[src/rtl/mux_stim_gen_if.sv]
// Signal bundle between the stimulus generator and whatever drives/observes it.
// The master modport is the controller side, the slave modport is the generator.
interface mux_stim_gen_if;
    logic        start;
    logic        stop;
    logic        seed_load;
    logic [15:0] seed_in;
    logic        in_1;
    logic        in_2;
    logic        sel;
    logic        stim_vld;
    logic        busy;
    logic        done;
    logic [15:0] step_cnt;

    modport master (
        output start,
        output stop,
        output seed_load,
        output seed_in,
        input  in_1,
        input  in_2,
        input  sel,
        input  stim_vld,
        input  busy,
        input  done,
        input  step_cnt
    );

    modport slave (
        input  start,
        input  stop,
        input  seed_load,
        input  seed_in,
        output in_1,
        output in_2,
        output sel,
        output stim_vld,
        output busy,
        output done,
        output step_cnt
    );
endinterface

[src/rtl/mux_stim_gen.sv]
// LFSR-driven stimulus generator for a downstream 2:1 mux: every CNT_MAX clocks
// in RUN it issues a new {in_1, in_2, sel} vector with a one-clock valid strobe.
module mux_stim_gen #(
    parameter int          CNT_MAX = 10,
    parameter int          STEPS   = 0,
    parameter logic [15:0] SEED    = 16'hACE1
) (
    input  logic          sys_clk,
    input  logic          sys_rst_n,
    mux_stim_gen_if.slave bus
);

    typedef enum logic [1:0] {
        IDLE,
        RUN,
        DONE
    } state_t;

    localparam logic [15:0] CNT_LAST   = 16'(CNT_MAX - 1);
    localparam logic [15:0] STEPS_W    = 16'(STEPS);
    localparam logic [15:0] SAFE_SEED  = 16'hACE1;

    state_t      r_state;
    logic [15:0] r_cnt;
    logic [15:0] r_lfsr;
    logic        r_in1;
    logic        r_in2;
    logic        r_sel;
    logic        r_stimVld;
    logic        r_busy;
    logic        r_done;
    logic [15:0] r_stepCnt;

    logic        w_fb;
    logic [15:0] w_lfsrNext;
    logic        w_tick;
    logic [15:0] w_stepNext;
    logic [15:0] w_loadSeed;

    assign w_fb       = r_lfsr[15] ^ r_lfsr[13] ^ r_lfsr[12] ^ r_lfsr[10];
    assign w_lfsrNext = {r_lfsr[14:0], w_fb};
    assign w_tick     = (r_state == RUN) && (r_cnt == CNT_LAST);
    assign w_stepNext = r_stepCnt + 16'd1;
    // A zero seed would lock the LFSR up, so it is replaced with a known-good value.
    assign w_loadSeed = (bus.seed_in == 16'd0) ? SAFE_SEED : bus.seed_in;

    always_ff @(posedge sys_clk or negedge sys_rst_n) begin
        if (!sys_rst_n) begin
            r_state   <= IDLE;
            r_cnt     <= 16'd0;
            r_lfsr    <= SEED;
            r_in1     <= 1'b0;
            r_in2     <= 1'b0;
            r_sel     <= 1'b0;
            r_stimVld <= 1'b0;
            r_busy    <= 1'b0;
            r_done    <= 1'b0;
            r_stepCnt <= 16'd0;
        end else begin
            r_stimVld <= 1'b0;
            case (r_state)
                IDLE: begin
                    if (bus.seed_load) begin
                        r_lfsr <= w_loadSeed;
                    end
                    if (bus.start && !bus.stop) begin
                        r_state   <= RUN;
                        r_busy    <= 1'b1;
                        r_done    <= 1'b0;
                        r_cnt     <= 16'd0;
                        r_stepCnt <= 16'd0;
                    end
                end

                RUN: begin
                    // Stop has priority and also swallows a tick landing on the same edge.
                    if (bus.stop) begin
                        r_state <= IDLE;
                        r_busy  <= 1'b0;
                        r_done  <= 1'b0;
                        r_cnt   <= 16'd0;
                    end else if (w_tick) begin
                        r_cnt     <= 16'd0;
                        r_lfsr    <= w_lfsrNext;
                        r_in1     <= w_lfsrNext[0];
                        r_in2     <= w_lfsrNext[1];
                        r_sel     <= w_lfsrNext[2];
                        r_stimVld <= 1'b1;
                        r_stepCnt <= w_stepNext;
                        if ((STEPS != 0) && (w_stepNext == STEPS_W)) begin
                            r_state <= DONE;
                            r_busy  <= 1'b0;
                            r_done  <= 1'b1;
                        end
                    end else begin
                        r_cnt <= r_cnt + 16'd1;
                    end
                end

                DONE: begin
                    if (bus.stop) begin
                        r_state <= IDLE;
                        r_busy  <= 1'b0;
                        r_done  <= 1'b0;
                    end else if (bus.start) begin
                        r_state   <= RUN;
                        r_busy    <= 1'b1;
                        r_done    <= 1'b0;
                        r_cnt     <= 16'd0;
                        r_stepCnt <= 16'd0;
                    end
                end

                default: begin
                    r_state <= IDLE;
                    r_busy  <= 1'b0;
                    r_done  <= 1'b0;
                    r_cnt   <= 16'd0;
                end
            endcase
        end
    end

    assign bus.in_1     = r_in1;
    assign bus.in_2     = r_in2;
    assign bus.sel      = r_sel;
    assign bus.stim_vld = r_stimVld;
    assign bus.busy     = r_busy;
    assign bus.done     = r_done;
    assign bus.step_cnt = r_stepCnt;

endmodule

[src/flat_wrapper.sv]
// flat-port wrapper written by rule: the top's interface ports become plain ports
module mux_stim_gen_flat 
#(
    parameter int          CNT_MAX = 10,
    parameter int          STEPS   = 0,
    parameter logic [15:0] SEED    = 16'hACE1
)
  (sys_clk, sys_rst_n, bus_start, bus_stop, bus_seed_load, bus_seed_in, bus_in_1, bus_in_2, bus_sel, bus_stim_vld, bus_busy, bus_done, bus_step_cnt);
  mux_stim_gen_if bus_i ();
  input  logic sys_clk;
  input  logic sys_rst_n;
  input wire logic [$bits(bus_i.start)-1:0] bus_start;
  input wire logic [$bits(bus_i.stop)-1:0] bus_stop;
  input wire logic [$bits(bus_i.seed_load)-1:0] bus_seed_load;
  input wire logic [$bits(bus_i.seed_in)-1:0] bus_seed_in;
  output wire logic [$bits(bus_i.in_1)-1:0] bus_in_1;
  output wire logic [$bits(bus_i.in_2)-1:0] bus_in_2;
  output wire logic [$bits(bus_i.sel)-1:0] bus_sel;
  output wire logic [$bits(bus_i.stim_vld)-1:0] bus_stim_vld;
  output wire logic [$bits(bus_i.busy)-1:0] bus_busy;
  output wire logic [$bits(bus_i.done)-1:0] bus_done;
  output wire logic [$bits(bus_i.step_cnt)-1:0] bus_step_cnt;
  assign bus_i.start = bus_start;
  assign bus_i.stop = bus_stop;
  assign bus_i.seed_load = bus_seed_load;
  assign bus_i.seed_in = bus_seed_in;
  assign bus_in_1 = bus_i.in_1;
  assign bus_in_2 = bus_i.in_2;
  assign bus_sel = bus_i.sel;
  assign bus_stim_vld = bus_i.stim_vld;
  assign bus_busy = bus_i.busy;
  assign bus_done = bus_i.done;
  assign bus_step_cnt = bus_i.step_cnt;
  mux_stim_gen #(.CNT_MAX(CNT_MAX), .STEPS(STEPS), .SEED(SEED)) u_core (.sys_clk(sys_clk), .sys_rst_n(sys_rst_n), .bus(bus_i));
endmodule
[config.mk]
export PLATFORM = sky130hd
export DESIGN_NAME = mux_stim_gen_flat
export DESIGN_NICKNAME = d
export VERILOG_FILES = /design/src/rtl/mux_stim_gen_if.sv /design/src/rtl/mux_stim_gen.sv /design/src/flat_wrapper.sv
export SDC_FILE = /design/constraint.sdc
export NUM_CORES = 1
export LEC_CHECK = 0
export ABC_AREA = 1
export BUFFER_PORTS_ARGS = -buffer_cell sky130_fd_sc_hd__buf_2
export CAP_MARGIN = 5
export CELL_PAD_IN_SITES_DETAIL_PLACEMENT = 1
export CELL_PAD_IN_SITES_GLOBAL_PLACEMENT = 1
export CORE_ASPECT_RATIO = 1.1
export CORE_MARGIN = 4
export CORE_UTILIZATION = 38
export DETAILED_ROUTE_END_ITERATION = 8
export PLACE_DENSITY = 0.73
export SLEW_MARGIN = 20
export SYNTH_ARGS = -nofsm -noshare
export SYNTH_HDL_FRONTEND = slang
export SYNTH_SLANG_ARGS = --single-unit
[constraint.sdc]
create_clock -name sys_clk -period 1.5 [get_ports sys_clk]
set_clock_uncertainty 0.1 [all_clocks]
set_input_delay 0 -clock sys_clk [delete_from_list [all_inputs] [get_ports sys_clk]]
set_output_delay 0 -clock sys_clk [all_outputs]
set_load 0.01 [all_outputs]
After elaboration in Yosys (flattened, before gate mapping)

Cells that the tools add are included.

Register bits: 56
Output and inout port bits: 22

$add $sub $neg: 2
Equality and inequality tests: 11
Muxes and demuxes: 31
Bitwise logic cells: 4
Reduce and logical (&&, ||, !) cells: 12

Operator list:

| kind                                                                    | count |
|---|---|
| 16-bit two-way mux                                                      | 11 |
| 16-bit one-hot mux with 3 select lines                                  | 2 |
| 16-bit by 1-bit adder with 16-bit output, second input constant         | 2 |
| 16-bit one-hot mux with 2 select lines                                  | 1 |
| 16-bit by 4-bit == test with 1-bit output, second input constant        | 1 |
| 16-bit zero test                                                        | 1 |
| 1-bit two-way mux                                                       | 10 |
| 2-bit inequality test, second input constant                            | 5 |
| 3-bit AND reduction                                                     | 3 |
| 2-bit two-way mux                                                       | 4 |
| 1-bit one-hot mux with 3 select lines                                   | 2 |
| 2-bit one-hot mux with 3 select lines                                   | 1 |
| 6-bit AND reduction                                                     | 1 |
| 2-bit by 1-bit inequality test with 1-bit output, second input constant | 2 |
| 4-bit AND reduction                                                     | 1 |
| 3-bit inequality test, second input constant                            | 1 |
| 3-bit nonzero test                                                      | 1 |
| 1-bit bitwise XOR                                                       | 3 |
| 2-bit by 1-bit == test with 1-bit output, second input constant         | 1 |
| 2-bit == test, second input constant                                    | 1 |
| 1-bit logical AND                                                       | 2 |
| 2-bit zero test                                                         | 1 |
| 2-bit nonzero test                                                      | 1 |
| 1-bit zero test                                                         | 1 |
| 1-bit NOT                                                               | 1 |

Logic depth before layout (Yosys ltp)

Gate-level depths: netlist of run 1.

Depth in word-level cells: 6
Gate-level depth with buffers: 10
Mapped depth without buffers: 10

Worst setup path after synthesis of run 1

OpenSTA, ideal clock, no wires.

Path kind: register -> register
Start: register u_core.r_stepCnt[0], in the netlist u_core.bus.step_cnt[0]
End: register u_core.r_stepCnt[8], in the netlist u_core.bus.step_cnt[8]
Setup time: 116 ps
Arrival time: 1259 ps
Data required time: 1284 ps
Slack: 24 ps
Stages on the path, launching flop included: 9
Buffers on the path: 0
Clock period less this slack: 1476 ps
Path through: dfrtp_1 ha_1 nand2_1 nor2_2 nand2_1 xor2_1 nor2_1 nand2_1 nand2_1

Word-level cells in the longest chain between the ends: 4

Ends and longest elaborated chain:

| what                                     | line               | RTL |
|---|---|---|
| from (decl)                              | mux_stim_gen.sv:32 | `logic [15:0] r_stepCnt;` |
| from (signal assigned)                   | mux_stim_gen.sv:89 | `r_stepCnt <= w_stepNext;` |
| 16-bit by 1-bit adder with 16-bit output | mux_stim_gen.sv:43 | `assign w_stepNext = r_stepCnt + 16'd1;` |
| 16-bit two-way mux                       | mux_stim_gen.sv:82 | `end else if (w_tick) begin` |
| 16-bit two-way mux                       | mux_stim_gen.sv:77 | `if (bus.stop) begin` |
| 16-bit one-hot mux with 3 select lines   | mux_stim_gen.sv:61 | `case (r_state)` |

Every way passes these cells. The select of a mux whose other input is x is not followed.
A chain may end at the register's enable or synchronous reset.

Worst setup path after layout of run 1

Start: register u_core.r_cnt[4]
End: register u_core.r_in1, in the netlist u_core.bus.in_1

Word-level cells in the longest chain between the ends: 3

Ends and longest elaborated chain:

| what                                      | line               | RTL |
|---|---|---|
| from (decl)                               | mux_stim_gen.sv:24 | `logic [15:0] r_cnt;` |
| from (signal assigned)                    | mux_stim_gen.sv:96 | `r_cnt <= r_cnt + 16'd1;` |
| 16-bit by 4-bit == test with 1-bit output | mux_stim_gen.sv:42 | `assign w_tick = (r_state == RUN) && (r_cnt == CNT_LAST);` |
| 1-bit logical AND                         | mux_stim_gen.sv:42 |  |
| 3-bit AND reduction (no line)             | n/a                |  |
| to (signal assigned)                      | mux_stim_gen.sv:85 | `r_in1 <= w_lfsrNext[0];` |
| to (decl)                                 | mux_stim_gen.sv:26 | `logic r_in1;` |

Every way passes these cells.

==> impl_metrics.sql, run 1 <==
INSERT INTO impl_metrics (metric_group, metric, value, unit) VALUES
('status', 'run_status', 'finished, violations left', ''),
('status', 'failed_checks', 'hold timing, setup timing', ''),
('die', 'start_util', '39.1', '%'),
('critical_path', 'worstPathCellList', 'nor2_1 > nand3_1 > nor2_2 > nand3_4 > buf_12 > buf_8 > nand2_2 > nand2_1', ''),
('place', 'gp_congestion', '0.842', ''),
('sta', 'final_max_slew_viol_count', '0', ''),
('grt', 'grt_antenna_before_repair', '0', ''),
('sta', 'fmax', '622', 'MHz'),
('critical_path', 'start_kind', 'flop', ''),
('place', 'numPortBuffers', '41', ''),
('yosys', 'synth-seq-cells', '53', ''),
('yosys', 'netlist_area', '0.00327', 'mm²'),
('clock_network', 'clock_insertion_delay_worst_skew', '0.31', 'ns'),
('routing', 'via_count', '3336', ''),
('yosys', 'synth_cell_types', '30', ''),
('power', 'power.total', '3.07', 'mW'),
('grt', 'globalRouteOverflowTotal', '0', ''),
('die', 'core', '0.00836', 'mm²'),
('finish', 'nNetsFinal', '589', ''),
('power', 'static-leakage-power', '2.20', 'nW'),
('place', 'detailedPlacementHpwl', '7080', 'µm'),
('sta', 'finalCritPeriodShare', '107', '%'),
('yosys', 'post-synth-top-area-fraction', '34.5', '%'),
('die', 'rows', '35', ''),
('power', 'ir_worst_vdd', '0.318', 'mV'),
('yosys', 'syn-num-nets', '486', ''),
('routing', 'postRouteAntennaNets', '0', ''),
('grt', 'largest_net_degree_at_the_start_of_global_routing', '35', ''),
('critical_path', 'worst-path-max-fanout', '8', ''),
('grt', 'globalRouteTotalUtil', '20.5', '%'),
('critical_path', 'timing.critical_path.slowest_cell_delay', '0.43', 'ns'),
('finish', 'antenna_cells_inserted', '0', ''),
('clock_network', 'cts_root_buf', 'clkbuf_8', ''),
('clock_network', 'cts_sinks', '53', ''),
('sta', 'setup-violations-final', '38', ''),
('finish', 'synthToLayoutAreaGrowth', '38.2', '%'),
('finish', 'drive_gt1_share', '33.7', '%'),
('finish', 'most_common_cell_after_layout_fill_and_taps_aside', 'nand2_1', ''),
('yosys', 'largest_cells_by_area_after_synthesis', 'dfrtp_1 34%, nand2_1 18%, nor2_1 7.4%', ''),
('sta', 'fin_ws', '-0.109', 'ns'),
('clock_network', 'htree_num_levels', '2', ''),
('critical_path', 'ff2ff_setup_slack', '-0.11', 'ns'),
('critical_path', 'worst_path_top_cell_family_by_delay', 'simple AND/OR/NAND/NOR gates', ''),
('yosys', 'postSynthCellCount', '462', ''),
('clock_network', 'cts_inserted_buffers', '5', ''),
('sta', 'finalCriticalPeriod', '1.61', 'ns'),
('yosys', 'synth_largest_area_cell', 'dfrtp_1', ''),
('finish', 'final_cells', '677', ''),
('routing', 'finalWirelength', '9970', 'µm'),
('critical_path', 'critical_path_buf_inv_count', '2', ''),
('yosys', 'ys_seq_area_share', '40.9', '%'),
('run', 'cap_violations', '0', ''),
('clock_network', 'worst_case_clock_buffer_depth', '2', ''),
('routing', 'vias_per_cell', '4.93', ''),
('die', 'die-height', '105', 'µm'),
('critical_path', 'crit_path_end_kind', 'flop', ''),
('routing', 'drt_pre_antenna_iters', '4', ''),
('routing', 'wire_per_inst', '14.7', 'µm'),
('die', 'ioPinCount', '43', ''),
('sta', 'report.final.hold_viol_count', '1', ''),
('yosys', 'yosysWarningCount', '0', ''),
('critical_path', 'cpMaxStageDelayCell', 'dfrtp_1', ''),
('critical_path', 'worstPathArrival', '1.72', 'ns'),
('finish', 'layout.core_utilization', '54.0', '%'),
('grt', 'grt_pass1_vias', '3446', ''),
('routing', 'first_iter_violations', '86', ''),
('min_path', 'path_type_of_the_worst_min_delay_path', 'in2reg', ''),
('clock_network', 'cts_tree', 'built', ''),
('grt', 'grt_first_pass_wirelength', '16600', 'µm'),
('power', 'power_density', '680', 'mW/mm²'),
('critical_path', 'timing.setup.critical_path_class', 'reg2reg', ''),
('routing', 'post-route-drc-count', '0', ''),
('yosys', 'syn_avg_cell_area', '7.07', 'µm²'),
('die', 'area_of_the_die', '0.0101', 'mm²'),
('die', 'die_w', '96.4', 'µm'),
('place', 'numPlacedInstances', '646', ''),
('clock_network', 'clk_transition_reported_paths', '0.11', 'ns'),
('critical_path', 'worstPathRequired', '1.61', 'ns'),
('sta', 'final_hold_slack', '-0.0122', 'ns'),
('sta', 'grt_setup_unrepaired', 'true', ''),
('finish', 'final_cell_mix', '134 x nand2_1, 53 x nor2_1, 42 x dfrtp_1, 41 x inv_1, 41 x buf_2', '');
[Yosys cell counts]
cell,number
inv_1,46
nand3_1,43
nand3_4,1
nor2_2,4
buf_1,2
nand3_2,9
nand2b_1,1
o21ai_0,21
o21ai_1,4
nor3_1,5
nor2_4,1
ha_1,3
nor2_1,64
nand4_1,7
buf_6,3
buf_8,1
dfrtp_1,45
xor2_1,11
xnor2_1,3
or2_2,4
o21bai_1,3
nand2_2,2
nand2_4,1
dfstp_2,8
buf_2,3
buf_4,1
conb_1,1
o21ai_2,5
nand2_1,158
clkbuf_1,2
[power breakdown]
part | internal, mW | switching [mW]
Combinational | 0.273 | 0.351
Clock | 0.335 | 0.514
Sequential | 1.54 | 0.0584
[logic make-up after synthesis]
logic type / Yosys count / synth area share (%)
AO/OA/AOI/OAI: 33 / 5.86
XOR/XNOR: 14 / 3.75
adder cells (fa/ha/maj): 3 / 1.15
buffers and inverters: 58 / 7.93
flip-flops: 53 / 40.9
other: 1 / 0.115
AND/OR/NAND/NOR: 300 / 40.3
[per-layer routing]
layer | share of wire [%] | GRT usage, % | wire length (µm) | vias up
met2 | 54 | 36.8 | 5380 | 51
met5 | 0 | 0 | 0 | -
met1 | 43 | 25.6 | 4250 | 1622
li1 | - | - | - | 1652
met4 | 1.2 | 4.21 | 118 | 0
met3 | 2.2 | 2.93 | 215 | 11
[final timing paths]
check / start / endpoint / cells past startpoint
setup / recovery: u_core.r_cnt[4] / u_core.bus.in_1 / 8
hold / removal: bus_seed_in[9] / u_core.r_lfsr[9] / 5
setup reg to reg: u_core.r_cnt[4] / u_core.bus.in_1 / 8
hold reg to reg: u_core.r_lfsr[6] / u_core.r_lfsr[6] / 2
max in group asynchronous: sys_rst_n / u_core.r_cnt[0] / 3
min in group asynchronous: sys_rst_n / u_core.r_cnt[9] / 3
[through the flow]
stage	setup WS, ns	area [µm²]	setup TNS [ns]
floorplan	0.0240	3270	0
global placement	-0.0536	3910	-0.413
global route	-0.194	4510	-6.04
CTS	-0.0478	4360	-0.634
detailed placement	-0.0990	3910	-2.30
finish	-0.109	4510	-1.44
[cell type report]
class | count | area, µm²
clock buffer | 6 | 72.6
clock inverter | 2 | 13.8
fill | 1082 | 3850
inverter | 46 | 173
multi-input combinational | 352 | 1930
sequential | 53 | 1340
tap | 111 | 139
timing repair buffer | 107 | 845
[registers in the layout, summed over array words and instances, names as in the netlist]
name,cells
u_core.r_state,1
u_core.r_cnt,16
u_core.bus.stim_vld,1
u_core.r_lfsr,16
u_core.bus.sel,1
u_core.bus.in_1,1
u_core.bus.step_cnt,16
u_core.bus.in_2,1
[worst register-to-register path, stage by stage (launching register included)]
cell	delay (ns)
dfrtp_1	0.43
nor2_1	0.13
nand3_1	0.11
nor2_2	0.16
nand3_4	0.17
buf_12	0.19
buf_8	0.12
nand2_2	0.04
nand2_1	0.05
[what timing repair did]
| action | in CTS | in global routing |
|---|---|---|
| pin swaps | 13 | 9 |
| setup endpoints to repair | 48 | 51 |
| hold buffers | 19 | 0 |
| setup buffers | 1 | 1 |
| endpoints found under the hold margin | 72 | 0 |
| resized for setup | 49 | 41 |
| gates cloned | 1 | 1 |
No activity file was read; power rests on OpenSTA's default activity.
==> run 2, diff against run 1 <==
--- a/config.mk
+++ b/config.mk
@@ -12,9 +12,9 @@
 export CELL_PAD_IN_SITES_GLOBAL_PLACEMENT = 1
 export CORE_ASPECT_RATIO = 1.1
 export CORE_MARGIN = 4
-export CORE_UTILIZATION = 38
+export CORE_UTILIZATION = 42
 export DETAILED_ROUTE_END_ITERATION = 8
-export PLACE_DENSITY = 0.73
+export PLACE_DENSITY = 0.76
 export SLEW_MARGIN = 20
 export SYNTH_ARGS = -nofsm -noshare
 export SYNTH_HDL_FRONTEND = slang
==> constraint.sdc (replaced) <==
create_clock -name sys_clk -period 1.78 [get_ports sys_clk]
set_clock_uncertainty 0.1 [all_clocks]
set_input_delay 0 -clock sys_clk [delete_from_list [all_inputs] [get_ports sys_clk]]
set_output_delay 0 -clock sys_clk [all_outputs]
set_load 0.01 [all_outputs]
==> impl_metrics.sql, run 2 (same netlist as run 1, synthesis figures left out) <==
INSERT INTO impl_metrics (metric_group, metric, value, unit) VALUES
('sta', 'fin_ws', '0.117', 'ns'),
('clock_network', 'worst_case_clock_buffer_depth', '2', ''),
('critical_path', 'ff2ff_setup_slack', '0.12', 'ns'),
('finish', 'synthToLayoutAreaGrowth', '20.1', '%'),
('grt', 'met2_capacity_usage_during_global_routing', '38.8', '%'),
('place', 'numPlacedInstances', '607', ''),
('sta', 'timing.max_slew.rel_slack', '65.2', '%'),
('finish', 'final_area', '0.00392', 'mm²'),
('critical_path', 'r2r.worst_path.cells', '6', ''),
('critical_path', 'timing.setup.critical_path_class', 'reg2reg', ''),
('finish', 'nNetsFinal', '552', ''),
('power', 'power_density', '641', 'mW/mm²'),
('die', 'rows', '33', ''),
('routing', 'via_count', '3170', ''),
('routing', 'wire_per_inst', '14.4', 'µm'),
('status', 'run_status', 'complete, no violations', ''),
('routing', 'post-route-drc-count', '0', ''),
('routing', 'first_iter_violations', '127', ''),
('critical_path', 'critical_path.reg2reg.startpoint', 'u_core.r_state[0]', ''),
('clock_network', 'clk_transition_reported_paths', '0.12', 'ns'),
('routing', 'vias_per_cell', '5.00', ''),
('finish', 'layout.core_utilization', '52.2', '%'),
('sta', 'final_max_slew_viol_count', '0', ''),
('finish', 'drive_gt1_share', '18.1', '%'),
('die', 'die_w', '92.1', 'µm'),
('critical_path', 'timing.critical_path.to', 'u_core.r_lfsr[2]', ''),
('routing', 'postRouteAntennaNets', '0', ''),
('place', 'numPortBuffers', '41', ''),
('clock_network', 'clock_insertion_delay_worst_skew', '0.32', 'ns'),
('grt', 'grt_first_pass_wirelength', '15800', 'µm'),
('sta', 'finalCriticalPeriod', '1.66', 'ns'),
('place', 'gp_congestion', '0.877', ''),
('power', 'ir_worst_vdd', '0.404', 'mV'),
('run', 'cap_violations', '0', ''),
('sta', 'worst_slew_pin_slew', '0.521', 'ns'),
('grt', 'globalRouteOverflowTotal', '0', ''),
('sta', 'setup-violations-final', '0', ''),
('place', 'post-place-ws', '0.113', 'ns'),
('finish', 'final_cell_mix', '158 x nand2_1, 64 x nor2_1, 45 x inv_1, 45 x dfrtp_1, 43 x nand3_1', ''),
('routing', 'drt_pre_antenna_iters', '4', ''),
('die', 'die-height', '101', 'µm'),
('sta', 'timing.setup.tns', '0', 'ns'),
('place', 'placed_area', '0.00362', 'mm²'),
('sta', 'fmax', '601', 'MHz'),
('place', 'detailedPlacementHpwl', '6660', 'µm'),
('critical_path', 'timing.critical_path.slowest_cell_delay', '0.41', 'ns'),
('clock_network', 'cts_sinks', '53', ''),
('clock_network', 'cts_tree', 'built', ''),
('grt', 'groute.layer.met1.usage', '25.9', '%'),
('critical_path', 'rr_endpoint', 'u_core.r_lfsr[2]', ''),
('routing', 'finalWirelength', '9140', 'µm'),
('power', 'static-leakage-power', '1.95', 'nW'),
('critical_path', 'worstPathArrival', '1.79', 'ns'),
('critical_path', 'timing.critical_path.from', 'u_core.r_state[0]', ''),
('die', 'area_of_the_die', '0.00926', 'mm²'),
('clock_network', 'cts_root_buf', 'clkbuf_8', ''),
('clock_network', 'cts_post_setup_buffers_inserted', '0', ''),
('grt', 'most_heavily_used_metal_layer_in_global_routing', 'met2', ''),
('finish', 'antenna_cells_inserted', '0', ''),
('critical_path', 'crit_path_end_kind', 'flop', ''),
('sta', 'report.final.hold_viol_count', '0', ''),
('grt', 'globalRouteTotalUtil', '21.0', '%'),
('grt', 'grt_antenna_before_repair', '0', ''),
('grt', 'met3_global_route_usage', '3.14', '%'),
('sta', 'finalCritPeriodShare', '93.4', '%'),
('die', 'start_util', '43.5', '%'),
('clock_network', 'cts_inserted_buffers', '5', ''),
('critical_path', 'cpMaxStageDelayCell', 'dfrtp_1', ''),
('power', 'power.total', '2.51', 'mW'),
('critical_path', 'start_kind', 'flop', ''),
('finish', 'final_cells', '634', ''),
('critical_path', 'worstPathRequired', '1.91', 'ns'),
('finish', 'fillCellCount', '987', ''),
('grt', 'grt_pass1_vias', '3357', ''),
('critical_path', 'worstPathCellList', 'inv_1 > buf_4 > nand2_1 > buf_4 > nand3_1 > nand2_1', ''),
('grt', 'largest_net_degree_at_the_start_of_global_routing', '34', ''),
('min_path', 'worstHoldPathCells', '5', ''),
('critical_path', 'worst-path-max-fanout', '11', ''),
('die', 'ioPinCount', '43', ''),
('clock_network', 'htree_num_levels', '2', ''),
('finish', 'most_common_cell_after_layout_fill_and_taps_aside', 'nand2_1', ''),
('sta', 'final_hold_slack', '0.0147', 'ns'),
('min_path', 'path_type_of_the_worst_min_delay_path', 'in2reg', ''),
('die', 'core', '0.00751', 'mm²');
-- run 2: cell types whose count changed in the layout (fill, tap and decap cells not counted), moves of 4 or more --
cell     before  now
nand3_2      16    9
nor2_1       53   64
nand2_1     134  158
inv_1        41   45
o21ai_0      13   21
o21ai_1       9    4
nand3_1      34   43
nor2_2        9    3
nand2_2      23    2
nand2_4       4    0
buf_4        36    9
buf_6         5    0
inv_2         5    1
nor2_4        7    2
-- run 2: how the worst min path moves through the flow --
stage	startpoint	endpoint	slack (ns)
3_3_place_gp	sys_rst_n	u_core.r_cnt[9]	-0.09
4_1_cts	bus_seed_in[3]	u_core.r_lfsr[3]	0.01
6_report	bus_seed_in[3]	u_core.r_lfsr[3]	0.01
2_1_floorplan	sys_rst_n	u_core.bus.in_1	-0.40
3_5_place_dp	sys_rst_n	u_core.r_cnt[9]	-0.09
5_1_grt	bus_seed_in[3]	u_core.r_lfsr[3]	0.03
-- run 2: per-layer routing --
metal | share of wire (%) | vias up
met3 | 3.3 | 12
met1 | 43 | 1529
met4 | 1.2 | 0
met5 | 0 | -
li1 | - | 1577
met2 | 52 | 52
-- run 2: power by group --
part / total (mW) / switching [mW] / internal [mW]
sequential: 1.35 / 0.0494 / 1.30
combinational: 0.419 / 0.252 / 0.166
clock: 0.750 / 0.461 / 0.288
total: 2.51 / 0.763 / 1.75
-- run 2: area by class of cell --
| type | instances | area, µm² | share of cell area, % |
|---|---|---|---|
| clock buffer | 5 | 68.8 | 1.75 |
| clock inverter | 3 | 26.3 | 0.670 |
| inverter | 46 | 173 | 4.40 |
| multi-input combinational | 351 | 1690 | 43.0 |
| sequential | 53 | 1340 | 34.1 |
| tap | 105 | 131 | 3.35 |
| timing repair buffer | 71 | 503 | 12.8 |
-- run 2: what timing repair did --
action | in CTS | in global routing
gates resized for setup | 0 | 3
endpoints found under the setup margin | 0 | 22
hold endpoints to repair | 68 | 0
hold buffers | 19 | 0
-- run 2: critical path, delay by kind of cell, from the launching register on --
kind / cells / cell delay (ns)
buffers and inverters: 3 / 0.72
AND/OR/NAND/NOR: 3 / 0.33
flip-flops: 1 / 0.41
==> run 3, diff against run 2 <==
--- a/config.mk
+++ b/config.mk
@@ -5,14 +5,13 @@
 export SDC_FILE = /design/constraint.sdc
 export NUM_CORES = 1
 export LEC_CHECK = 0
-export ABC_AREA = 1
 export BUFFER_PORTS_ARGS = -buffer_cell sky130_fd_sc_hd__buf_2
 export CAP_MARGIN = 5
 export CELL_PAD_IN_SITES_DETAIL_PLACEMENT = 1
 export CELL_PAD_IN_SITES_GLOBAL_PLACEMENT = 1
 export CORE_ASPECT_RATIO = 1.1
 export CORE_MARGIN = 4
-export CORE_UTILIZATION = 42
+export CORE_UTILIZATION = 44
 export DETAILED_ROUTE_END_ITERATION = 8
 export PLACE_DENSITY = 0.76
 export SLEW_MARGIN = 20
==> impl_metrics.sql, run 3 <==
INSERT INTO impl_metrics (metric_group, metric, value, unit) VALUES
('critical_path', 'crit_path_end_kind', 'flop', ''),
('yosys', 'netlist_top_cells_count', '53 x nor2_1, 45 x dfrtp_1, 26 x xnor2_1', ''),
('power', 'ir_worst_vdd', '0.490', 'mV'),
('grt', 'largest_net_degree_at_the_start_of_global_routing', '33', ''),
('status', 'run_status', 'finished, violations left', ''),
('yosys', 'netlist_area', '0.00278', 'mm²'),
('critical_path', 'worstPathArrival', '2.14', 'ns'),
('grt', 'grt_antenna_before_repair', '0', ''),
('finish', 'antenna_cells_inserted', '0', ''),
('yosys', 'ys_seq_area_share', '48.0', '%'),
('yosys', 'synth-seq-cells', '53', ''),
('sta', 'setup-violations-final', '51', ''),
('place', 'gp_congestion', '0.797', ''),
('critical_path', 'ff2ff_setup_slack', '-0.24', 'ns'),
('clock_network', 'clk_transition_reported_paths', '0.11', 'ns'),
('grt', 'grt_pass1_vias', '2793', ''),
('routing', 'via_count', '2675', ''),
('yosys', 'syn-num-nets', '307', ''),
('critical_path', 'r2r.worst_path.cells', '9', ''),
('yosys', 'postSynthCellCount', '283', ''),
('clock_network', 'cts_inserted_buffers', '5', ''),
('yosys', 'synth-edff-count', '0', ''),
('yosys', 'post-synth-top-area-fraction', '40.4', '%'),
('grt', 'globalRouteOverflowTotal', '0', ''),
('yosys', 'yosysMostFrequentCell', 'nor2_1', ''),
('routing', 'vias_per_cell', '5.78', ''),
('routing', 'finalWirelength', '9750', 'µm'),
('min_path', 'path_type_of_the_worst_min_delay_path', 'in2async', ''),
('finish', 'final_cell_mix', '50 x nor2_1, 45 x dfrtp_1, 41 x buf_2, 38 x buf_4, 25 x xnor2_1', ''),
('finish', 'most_common_cell_after_layout_fill_and_taps_aside', 'nor2_1', ''),
('yosys', 'postSynth.asyncResetShare', '100', '%'),
('die', 'start_util', '45.2', '%'),
('clock_network', 'cts_sinks', '53', ''),
('sta', 'worst_slew_pin_slew', '0.594', 'ns'),
('routing', 'postRouteAntennaNets', '0', ''),
('sta', 'grt_setup_unrepaired', 'true', ''),
('place', 'numPortBuffers', '41', ''),
('place', 'post-place-ws', '-0.156', 'ns'),
('routing', 'first_iter_violations', '167', ''),
('critical_path', 'rr_endpoint', 'u_core.bus.step_cnt[8]', ''),
('finish', 'synthToLayoutAreaGrowth', '37.5', '%'),
('die', 'die_w', '83.8', 'µm'),
('power', 'static-leakage-power', '1.69', 'nW'),
('critical_path', 'worstPathRequired', '1.90', 'ns'),
('die', 'die-height', '91.4', 'µm'),
('die', 'area_of_the_die', '0.00767', 'mm²'),
('critical_path', 'worst-path-max-fanout', '9', ''),
('run', 'cap_violations', '0', ''),
('sta', 'fmax', '495', 'MHz'),
('routing', 'wire_per_inst', '21.1', 'µm'),
('critical_path', 'critical_path.reg2reg.startpoint', 'u_core.r_cnt[1]', ''),
('power', 'power_density', '657', 'mW/mm²'),
('sta', 'finalCritPeriodShare', '114', '%'),
('routing', 'drt_pre_antenna_iters', '4', ''),
('yosys', 'syn_avg_cell_area', '9.84', 'µm²'),
('sta', 'report.final.hold_viol_count', '0', ''),
('finish', 'drive_gt1_share', '34.2', '%'),
('sta', 'fin_ws', '-0.240', 'ns'),
('die', 'ioPinCount', '43', ''),
('yosys', 'largest_cells_by_area_after_synthesis', 'dfrtp_1 40%, xnor2_1 8.2%, dfstp_2 7.6%', ''),
('sta', 'timing.setup.tns', '-8.31', 'ns'),
('clock_network', 'cts_tree', 'built', ''),
('yosys', 'synth_largest_area_cell', 'dfrtp_1', ''),
('clock_network', 'cts_root_buf', 'clkbuf_8', ''),
('clock_network', 'htree_num_levels', '2', ''),
('die', 'core', '0.00616', 'mm²'),
('sta', 'timing.max_slew.rel_slack', '60.4', '%'),
('sta', 'final_max_slew_viol_count', '0', ''),
('clock_network', 'clock_insertion_delay_worst_skew', '0.33', 'ns'),
('yosys', 'synthFlopType', 'dfrtp_1', ''),
('critical_path', 'timing.setup.critical_path_class', 'reg2reg', ''),
('die', 'rows', '30', ''),
('place', 'detailedPlacementHpwl', '5420', 'µm'),
('routing', 'post-route-drc-count', '0', ''),
('finish', 'nNetsFinal', '406', ''),
('yosys', 'yosysWarningCount', '0', ''),
('yosys', 'synth_cell_types', '46', ''),
('critical_path', 'start_kind', 'flop', ''),
('grt', 'grt_first_pass_wirelength', '14400', 'µm'),
('sta', 'finalCriticalPeriod', '2.02', 'ns'),
('grt', 'globalRouteTotalUtil', '23.5', '%'),
('clock_network', 'worst_case_clock_buffer_depth', '2', ''),
('status', 'failed_checks', 'setup timing', '');
[run 3: logic make-up after synthesis]
kind of cell / share of synthesized area [%]
compound gates: 13.1
flops: 48.0
other cells: 0.135
mux: 4.05
fa+ha+maj: 1.35
xor+xnor: 9.12
buf+inv: 3.51
simple gates: 20.7
[run 3: how the worst max path moves through the flow]
stage / slack [ns] / cells after the start / endpoint / startpoint
4_1_cts: -0.14 / 8 / u_core.bus.sel / u_core.r_cnt[1]
3_5_place_dp: -0.16 / 7 / u_core.r_cnt[2] / u_core.r_cnt[0]
2_1_floorplan: -0.02 / 8 / u_core.bus.in_2 / u_core.r_cnt[1]
5_1_grt: -0.34 / 9 / u_core.bus.step_cnt[8] / u_core.r_cnt[1]
6_report: -0.24 / 9 / u_core.bus.step_cnt[8] / u_core.r_cnt[1]
3_3_place_gp: -0.07 / 7 / u_core.r_cnt[2] / u_core.r_cnt[0]
[run 3: power by group]
group | internal, mW | switching [mW] | leakage [nW]
clock network | 0.282 | 0.427 | 0.0456
logic | 0.191 | 0.257 | 0.954
registers | 1.30 | 0.0627 | 0.686
total | 1.77 | 0.746 | 1.69
[run 3: through the flow]
step           util, %  power (mW)  hold slack (ns)  instance area (µm²)  cells
2_1_floorplan        -        1.55           -0.396                 2790    283
3_3_place_gp      53.6        1.69           -0.104                 3300    427
3_5_place_dp      53.6        1.70          -0.0957                 3300    427
4_1_cts           59.0        2.44           0.0432                 3630    457
5_1_grt           62.2        2.62           0.0972                 3830    463
6_report          62.2        2.52           0.0758                 3830    463
[run 3: timing repair]
action	in CTS	in global routing
endpoints found under the hold margin	37	0
hold buffers	19	0
buffers inserted	3	4
setup endpoints to repair	47	51
resized for setup	8	29
gates cloned	0	2
pin swaps	1	12
[run 3: worst max-delay path, cell delays in order, from the launching register on]
cell and delay [ns]:
dfrtp_1 0.41, inv_1 0.08, ha_2 0.19, nor4b_4 0.18
nand4_1 0.16, buf_6 0.20, buf_4 0.15, a211oi_4 0.26
xnor2_1 0.16, nor2_1 0.05
[run 3: cell type report]
class,instances,area (µm²)
tap,80,100
clock buffer,6,72.6
multi-input combinational,211,1500
sequential,53,1340
fill,705,2330
clock inverter,2,13.8
inverter,7,26.3
timing repair buffer,104,774
[run 3: layer usage]
layer	part of all wire [%]	GRT usage, %	vias to the layer above	routed length (µm)
met5	0	0	-	0
met4	2.5	9.92	0	243
met3	4.7	4.36	28	458
met2	54	42.1	93	5270
met1	39	27.2	1363	3780
li1	-	-	1191	-
